[src/rtl/matrix_result_streamer.sv]
// Snapshots the multiplier's N x N result matrix on its done pulse and drains it row-major
// over a valid/ready stream. Optional `MATRIX_STREAM_LAST_EN adds an end-of-matrix marker.
module matrix_result_streamer #(
    parameter int unsigned N          = 4,
    parameter int unsigned DATA_WIDTH = 8
) (
    input  logic                      clk,
    input  logic                      reset,
    input  logic                      done,
    input  logic [2*DATA_WIDTH-1:0]   C [0:N-1][0:N-1],
    output logic [2*DATA_WIDTH-1:0]   out_data,
    output logic                      out_valid,
    input  logic                      out_ready,
    output logic [7:0]                out_row,
    output logic [7:0]                out_col,
    output logic                      busy,
    output logic                      overrun
`ifdef MATRIX_STREAM_LAST_EN
    ,
    output logic                      out_last
`endif
);

    localparam int unsigned RW = 2 * DATA_WIDTH;
    localparam int unsigned IW = (N > 1) ? $clog2(N) : 1;
    localparam logic [7:0] LastIdx = 8'(N - 1);

    typedef enum logic [0:0] {StIdle, StStream} state_e;

    state_e          state_q;
    logic [RW-1:0]   snap_q [0:N-1][0:N-1];
    logic [7:0]      row_q;
    logic [7:0]      col_q;
    logic [RW-1:0]   data_q;
    logic            overrun_q;
`ifdef MATRIX_STREAM_LAST_EN
    logic            last_q;
`endif

    logic            xfer;
    logic            at_end;
    logic            capture;
    logic [7:0]      nxt_row;
    logic [7:0]      nxt_col;
    logic [RW-1:0]   nxt_data;

    always_comb begin
        xfer    = (state_q == StStream) && out_ready;
        at_end  = (row_q == LastIdx) && (col_q == LastIdx);
        // A done coinciding with the final transfer chains straight into the next matrix.
        capture = done && ((state_q == StIdle) || (xfer && at_end));
        nxt_col = (col_q == LastIdx) ? 8'd0 : col_q + 8'd1;
        nxt_row = (col_q == LastIdx) ? row_q + 8'd1 : row_q;
        // Only consumed when not at the final element, so the index is always in range.
        nxt_data = snap_q[nxt_row[IW-1:0]][nxt_col[IW-1:0]];
    end

    always_ff @(posedge clk or negedge reset) begin
        if (!reset) begin
            state_q   <= StIdle;
            row_q     <= 8'd0;
            col_q     <= 8'd0;
            data_q    <= '0;
            overrun_q <= 1'b0;
`ifdef MATRIX_STREAM_LAST_EN
            last_q    <= 1'b0;
`endif
            for (int i = 0; i < int'(N); i++) begin
                for (int j = 0; j < int'(N); j++) begin
                    snap_q[i][j] <= '0;
                end
            end
        end else begin
            if (done && !capture) begin
                overrun_q <= 1'b1;
            end
            unique case (state_q)
                StIdle, StStream: begin
                    if (capture) begin
                        snap_q  <= C;
                        data_q  <= C[0][0];
                        row_q   <= 8'd0;
                        col_q   <= 8'd0;
                        state_q <= StStream;
`ifdef MATRIX_STREAM_LAST_EN
                        last_q  <= 1'b0;
`endif
                    end else if (xfer) begin
                        if (at_end) begin
                            state_q <= StIdle;
                            row_q   <= 8'd0;
                            col_q   <= 8'd0;
                            data_q  <= snap_q[0][0];
`ifdef MATRIX_STREAM_LAST_EN
                            last_q  <= 1'b0;
`endif
                        end else begin
                            row_q  <= nxt_row;
                            col_q  <= nxt_col;
                            data_q <= nxt_data;
`ifdef MATRIX_STREAM_LAST_EN
                            last_q <= (nxt_row == LastIdx) && (nxt_col == LastIdx);
`endif
                        end
                    end
                end
                default: state_q <= StIdle;
            endcase
        end
    end

    assign out_data  = data_q;
    assign out_valid = (state_q == StStream);
    assign busy      = (state_q == StStream);
    assign out_row   = row_q;
    assign out_col   = col_q;
    assign overrun   = overrun_q;
`ifdef MATRIX_STREAM_LAST_EN
    assign out_last  = last_q;
`endif

endmodule

[config.mk]
export PLATFORM = sky130hd
export DESIGN_NAME = matrix_result_streamer
export DESIGN_NICKNAME = d
export VERILOG_FILES = /design/src/rtl/matrix_result_streamer.sv
export SDC_FILE = /design/constraint.sdc
export NUM_CORES = 1
export LEC_CHECK = 0
export CELL_PAD_IN_SITES_DETAIL_PLACEMENT = 1
export CELL_PAD_IN_SITES_GLOBAL_PLACEMENT = 1
export CORE_AREA = 2 2 203 205
export DETAILED_ROUTE_END_ITERATION = 7
export DIE_AREA = 0 0 205 207
export PLACE_DENSITY = 0.88
export SLEW_MARGIN = 20
export SYNTH_ARGS = -nofsm -noshare
export SYNTH_HDL_FRONTEND = slang
export SYNTH_SLANG_ARGS = --single-unit
[constraint.sdc]
create_clock -name clk -period 2.3 [get_ports clk]
set_input_delay 0.46 -clock clk [delete_from_list [all_inputs] [get_ports clk]]
set_output_delay 0.46 -clock clk [all_outputs]
set_load 0.03 [all_outputs]
==> qor.txt, run 1 <==
Initial DRC Count - 1254
post-synthesis cell area - 14390 um2
worst hold path depth - 3
Slowest-stage cell, CP - or4bb_4
Pleak - 10.07 nW
skew final - 0.01281 ns
most common cell after layout, fill and taps aside - nand2_1
most frequent cells in the layout - nand2_1 (682), clkdlybuf4s50_1 (291), dfrtp_1 (284)
fill count - 4350
adder-cell share of the synthesized area - 0.1739%
io pins - 295
critical path endpoint category - flop
hpwl dp - 37.83 mm
clk root buf - clkbuf_16
largest family of logic cells by synthesized area - simple AND/OR/NAND/NOR gates
WS Path Type - flop to flop
status - finished, violations left
slowest stage delay, CP - 0.47 ns
Final setup violation count - 273
port bufs - 294
critical path required time - 2.70 ns
initial antenna violation count - 18
final-stage net count - 2204
unrepaired setup endpoints after global routing - true
TNS Setup - -51.69 ns
CTS tree - done
Setup WS post-layout - -0.2852 ns
worst vdd ir - 695.1 uV
power density cells - 1321 nW/um2
Sink Count - 290
worst-path cell chain - ha_4 > or4bb_4 > o41ai_4 > buf_4 > buf_12 > nand2_8 > clkbuf_16 > nand2_1 > nand2_1
via count of the first global-routing pass - 14726
Max-Cap Viols - 0
Yosys Warn Count - 0
number of vias per cell - 5.593
Die ar. - 42440 um2
# rows - 74
pin count of the biggest net entering global routing - 72
Seq/Total Area, Yosys - 50.43%
Max Freq - 386.8 MHz
Tmin final - 2.585 ns
CTS Buffer Depth - 3
slew margin rel. - 45.27%
first-pass GRT wire length - 87.35 mm
Slew Limit Fails - 0
Synth Net Count - 1791
Gate Count Post-Synth - 1529
core area - 40370 um2
pre-CTS WS - -0.4485 ns
remaining routing DRC violations - 0
starting density of the core - 35.65%
FF+latch count, synth - 290
min-delay worst type - primary input to flop
r2r worst-path depth - 9
most used cell, CP - nand2_1
fin util - 54.09%
detailed-router iteration count before antenna repair - 5
synth top area cells - dfrtp_1 (50%), nand2_1 (20%), mux4_2 (8.0%)
width of the die - 205 um
top-area cell type share of the netlist area - 50.43%
Tcrit/Tclk final - 112.4%
Final GP Congestion - 0.8722
Clock Latency Late Sink - 0.52 ns
Routed WL per cell - 26.24 um
CP max FO - 12
crit path DAT - 2.99 ns
share of cells above drive strength 1 - 22.84%
failing checks - setup timing
Slew @ Worst Pin - 0.8193 ns
total CTS buffers - 34
CP Launch Type - flop
GR Overflow Total - 0
Routed Wire Length - 65.84 mm
XOR/XNOR Fraction of Synth Area - 0.6086%
post-synthesis mux area share - 11.26%
Post-DRT Antenna Nets - 0
via count - 14033
Syn-to-layout area delta - 51.73%
post-synth cell types - 48
Die Y-Extent - 207 um
H-tree depth - 2
clk slew on worst S/H paths - 0.06 ns
Compound-Gate Fraction of Synth Area - 6.712%
gr usage total - 26.83%
endpoints failing hold - 0
Yosys top cell by area - dfrtp_1
simple-gate portion of the synthesized area - 24.76%
Synth Area per Inst - 9.411 um2
==> worst max-delay path, delay by kind of cell (launching register included) <==
| kind | cells | cell delay [ns] |
|---|---|---|
| simple gates | 4 | 0.81 |
| buf+inv | 3 | 0.63 |
| flops | 1 | 0.43 |
| compound gates | 1 | 0.42 |
| fa+ha+maj | 1 | 0.14 |
==> per-layer routing <==
layer | GRT usage (%) | share of wire [%]
met3 | 5.192 | 7.6
met5 | 0 | 0.13
met4 | 12.13 | 6.1
met2 | 44.37 | 48
met1 | 33.96 | 38
==> state kept, by name, summed over array words and instances (netlist names) <==
| signal | cells |
|---|---|
| snap_q | 256 |
| out_row | 8 |
| out_data | 16 |
| overrun | 1 |
| busy | 1 |
| out_col | 8 |
==> power by group <==
group	switching, W	total [W]	internal (W)
clock network	0.00234	0.00613	0.00379
logic	0.00691	0.0131	0.00620
registers	0.00211	0.00960	0.00749
total	0.0114	0.0288	0.0175
==> area by class of cell <==
cell class / instances / area [um2] / area share (%)
well taps: 532 / 665.6 / 3.049
multi-input cells: 1137 / 7082 / 32.44
diodes: 11 / 27.53 / 0.1261
clock buffers: 48 / 1027 / 4.705
inverters: 2 / 7.507 / 0.03438
clock inverters: 12 / 217.7 / 0.9971
flip-flops and latches: 290 / 7269 / 33.30
repair buffers: 477 / 5537 / 25.36
==> cells in the mapped netlist (all sizes together) <==
cell type and number:
nand2 780, dfrtp 290, buf 83, mux4 51, mux2i 46, nor2 45, nor2b 44, clkbuf 21
a21oi 20, o21ai 20, o22ai 15, o41ai 15, a2111oi 14, a211oi 14, o22a 14, xor2 10
nand4 9, o31ai 4, and3 3, o211ai 3, a31oi 2, and2b 2, ha 2, inv 2
nor4 2, o21bai 2, or3 2, or3b 2, or4 2, a22o 1, a311o 1, and2 1
mux2 1, nand2b 1, nand3b 1, nor3b 1, o311ai 1, o32a 1, or4bb 1
==> path summary, 6_finish.rpt <==
kind / endpoint / slack (ns) / startpoint
max: snap_q[125]$_DFFE_PN0P_ / -0.29 / out_row[1]$_DFFE_PN0P_
min: snap_q[18]$_DFFE_PN0P_ / 0.47 / C[18]
max reg2reg: snap_q[125]$_DFFE_PN0P_ / -0.29 / out_row[1]$_DFFE_PN0P_
min reg2reg: snap_q[18]$_DFFE_PN0P_ / 0.47 / snap_q[18]$_DFFE_PN0P_
max in group asynchronous: snap_q[219]$_DFFE_PN0P_ / 1.02 / reset
min in group asynchronous: snap_q[47]$_DFFE_PN0P_ / 0.48 / reset
==> logic make-up after synthesis <==
logic type                 Yosys count
xor gates and xnor gates            10
DFF                                290
and+or+nand+nor                    896
muxes                               98
AOI/OAI and AO/OA                  127
buffers and inverters              106
adders and majority gates            2
==> timing repair <==
action | 4_1_cts | 5_1_grt
gates cloned | 11 | 28
endpoints found under the hold margin | 53 | 0
pin swaps | 6 | 70
hold buffers | 1 | 0
setup buffers | 18 | 10
endpoints found under the setup margin | 287 | 286
gates resized for setup | 54 | 173
==> metrics by stage <==
stage,cell area [um2],hold slack (ns),total power (W),std cells
3_3_place_gp,18510,0.4429,0.01954,2370
4_1_cts,20520,0.4465,0.02691,2460
3_5_place_dp,18520,0.4509,0.02023,2370
2_1_floorplan,14430,0.1644,0.01506,1529
6_report,21830,0.4684,0.02884,2509
5_1_grt,21830,0.4792,0.02991,2507
Note: power is estimated with default switching activity, not from simulation.
==> inputs of run 2 (changes only) <==
==> constraint.sdc (replaced) <==
create_clock -name clk -period 2.3 [get_ports clk]
set_input_delay 0.345 -clock clk [delete_from_list [all_inputs] [get_ports clk]]
set_output_delay 0.345 -clock clk [all_outputs]
set_load 0.03 [all_outputs]
==> run 2 against run 1 <==
Net effect:
- the flow still finishes with violations (setup timing)
- clock-buffer cell count rose by 1
- critical path type unchanged
- sequential power up 2%
- clock skew grew 0.022 ns
- first-iteration DRC count decreased by 1.2%
- die area unchanged
- flip-flop and latch count stayed put
- maximum frequency fell by 3.1%
- sequential share of layout area down 0.71 points
- clock power decreased by 8.3%
- worst hold slack lost 0.15 ns
- utilization rose by 1.2 points
- non-clock buffer count increased by 1
==> qor.txt, run 2 (synthesis results as in run 1) <==
status - finished, violations left
failing checks - setup timing
TNS Setup - -43.38 ns (+8.312 ns)
Power Total - 0.02968 W (+2.9%)
clk slew on worst S/H paths - 0.07 ns (about the same)
power density cells - 1331 nW/um2 (+0.72%)
port bufs - 294 (unchanged)
via count of the first global-routing pass - 14907 (+1.2%)
# rows - 74 (unchanged)
final-stage net count - 2206 (+0.091%)
Final GP Congestion - 0.8732 (+0.11%)
most frequent cells in the layout - nand2_1 (606), clkdlybuf4s50_1 (292), dfrtp_1 (285)
Setup WS post-layout - -0.3682 ns (-0.08295 ns)
Routed WL per cell - 28.88 um (+10%)
Slew Limit Fails - 0 (unchanged)
total CTS buffers - 34 (unchanged)
Max-Cap Viols - 0 (unchanged)
Tmin final - 2.668 ns (+0.08295 ns)
Clock Latency Late Sink - 0.53 ns (about the same)
hpwl dp - 38.10 mm (+0.72%)
Pleak - 10.36 nW (+2.9%)
clk root buf - clkbuf_16
Cell Count, Final, Fillers Out - 2512 (+0.12%)
Inst Count DP - 2373 (+0.13%)
starting density of the core - 35.65% (unchanged)
Sink Count - 290 (unchanged)
r2r worst-path depth - 9 (unchanged)
pin count of the biggest net entering global routing - 99 (+38%)
number of vias per cell - 5.747 (+2.8%)
first-pass GRT wire length - 89.17 mm (+2.1%)
min-delay worst type - primary input to async pin
design area - 22310 um2 (+2.2%)
CP max FO - 10 (-2)
worst-path cell chain - ha_4 > or4bb_4 > o41ai_4 > buf_6 > clkbuf_16 > buf_8 > o21ai_0 > o41ai_4 > a21oi_2
initial antenna violation count - 17 (-1)
Routed Wire Length - 72.55 mm (+10%)
detailed-router iteration count before antenna repair - 5 (unchanged)
most used cell, CP - o41ai_4
crit path DAT - 3.08 ns (+0.09 ns)
DP Area - 18490 um2 (-0.12%)
core area - 40370 um2 (unchanged)
Syn-to-layout area delta - 55.02%
WS Path Type - flop to flop
unrepaired setup endpoints after global routing - true
Biggest register - snap_q
CP Launch Type - flop
Die Y-Extent - 207 um (unchanged)
CP Depth - 9 (unchanged)
worst path buffer plus inverter count - 3 (unchanged)
Slowest-stage cell, CP - or4bb_4
critical path required time - 2.71 ns (about the same)
skew final - 0.03525 ns (+0.02245 ns)
Die ar. - 42440 um2 (unchanged)
Post-DRT Antenna Nets - 0 (unchanged)
width of the die - 205 um (unchanged)
worst vdd ir - 557.2 uV (-20%)
share of cells above drive strength 1 - 27.38% (+4.5 points)
Max Freq - 374.8 MHz (-3.1%)
critical path endpoint category - flop
Tcrit/Tclk final - 116.0% (+3.6 points)
CP delay by family, top - compound AO/OA/AOI/OAI gates
endpoints failing hold - 0 (unchanged)
Initial DRC Count - 1239 (-1.2%)
CTS Buffer Depth - 3 (unchanged)
gr usage total - 27.47% (+0.64 points)
max reg flops - 256 (unchanged)
via count - 14437 (+2.9%)
remaining routing DRC violations - 0 (unchanged)
GR Overflow Total - 0 (unchanged)
most common cell after layout, fill and taps aside - nand2_1
fin util - 55.26% (+1.2 points)
CTS tree - done
slew margin rel. - 36.35% (-8.9 points)
Slew @ Worst Pin - 0.9448 ns (+0.1254 ns)
Final setup violation count - 274 (+0.37%)
io pins - 295 (unchanged)
slowest stage delay, CP - 0.55 ns (+0.08 ns)
H-tree depth - 2 (unchanged)
run 2: changes by cell type in the layout (fill, tap and decap cells not counted), moves of 5 or more:
cell / previous run / this run
nand2_1: 682 / 606
nand2_2: 63 / 115
nand2_4: 36 / 59
buf_4: 93 / 80
a21oi_1: 15 / 4
a21oi_2: 5 / 15
buf_12: 40 / 32
buf_6: 11 / 19
buf_8: 8 / 15
clkbuf_16: 56 / 63
a2111oi_2: 9 / 3
a2111oi_4: 1 / 6
run 2: timing repair:
action                     CTS  global route
hold buffers                 1             0
buffers inserted            10            12
gates resized for setup     79           313
hold endpoints to repair    35             0
pin swaps                    6           129
setup endpoints to repair  280           280
cloned                      11            40
run 2: path summary, 6_finish.rpt:
path / from / endpoint / slack [ns]
hold reg to reg: snap_q[155]$_DFFE_PN0P_ / snap_q[155]$_DFFE_PN0P_ / 0.48
max in group asynchronous: reset / snap_q[193]$_DFFE_PN0P_ / 1.07
setup reg to reg: out_row[1]$_DFFE_PN0P_ / out_data[5]$_DFFE_PN0P_ / -0.37
min in group clk: C[184] / snap_q[184]$_DFFE_PN0P_ / 0.36
hold / removal: reset / snap_q[200]$_DFFE_PN0P_ / 0.32
setup / recovery: out_row[1]$_DFFE_PN0P_ / out_data[5]$_DFFE_PN0P_ / -0.37
run 2: final cells by class:
type                       instances  area, um2
sequential                       290       7268
timing repair buffer             478       5603
clock buffer                      49       1021
tap                              532      665.6
antenna                           15      37.54
clock inverter                     8      90.09
inverter                           2      7.507
fill                            4311      18060
multi-input combinational       1138       7615
run 2: metrics by stage:
step	setup WS [ns]	hold WS, ns
finish	-0.3682	0.3158
global route	-0.3439	0.3474
CTS	-0.1492	0.3399
detailed placement	-0.4463	0.2719
global placement	-0.2801	0.2692
floorplan	0.0009190	0.04941
run 2: routing by layer:
metal | global-route usage, % | up-vias | wire length [um]
met5 | 0 | - | 34
li1 | - | 5905 | -
met1 | 33.88 | 7293 | 27500
met3 | 5.979 | 338 | 5881
met4 | 15.13 | 6 | 5724
met2 | 44.66 | 895 | 33410
run 2: power breakdown:
group	internal, W	switching [W]	leakage [nW]	total (W)
clock network	0.00330	0.00232	0.552	0.00562
logic	0.00648	0.00783	6.17	0.0143
registers	0.00749	0.00226	3.64	0.00975
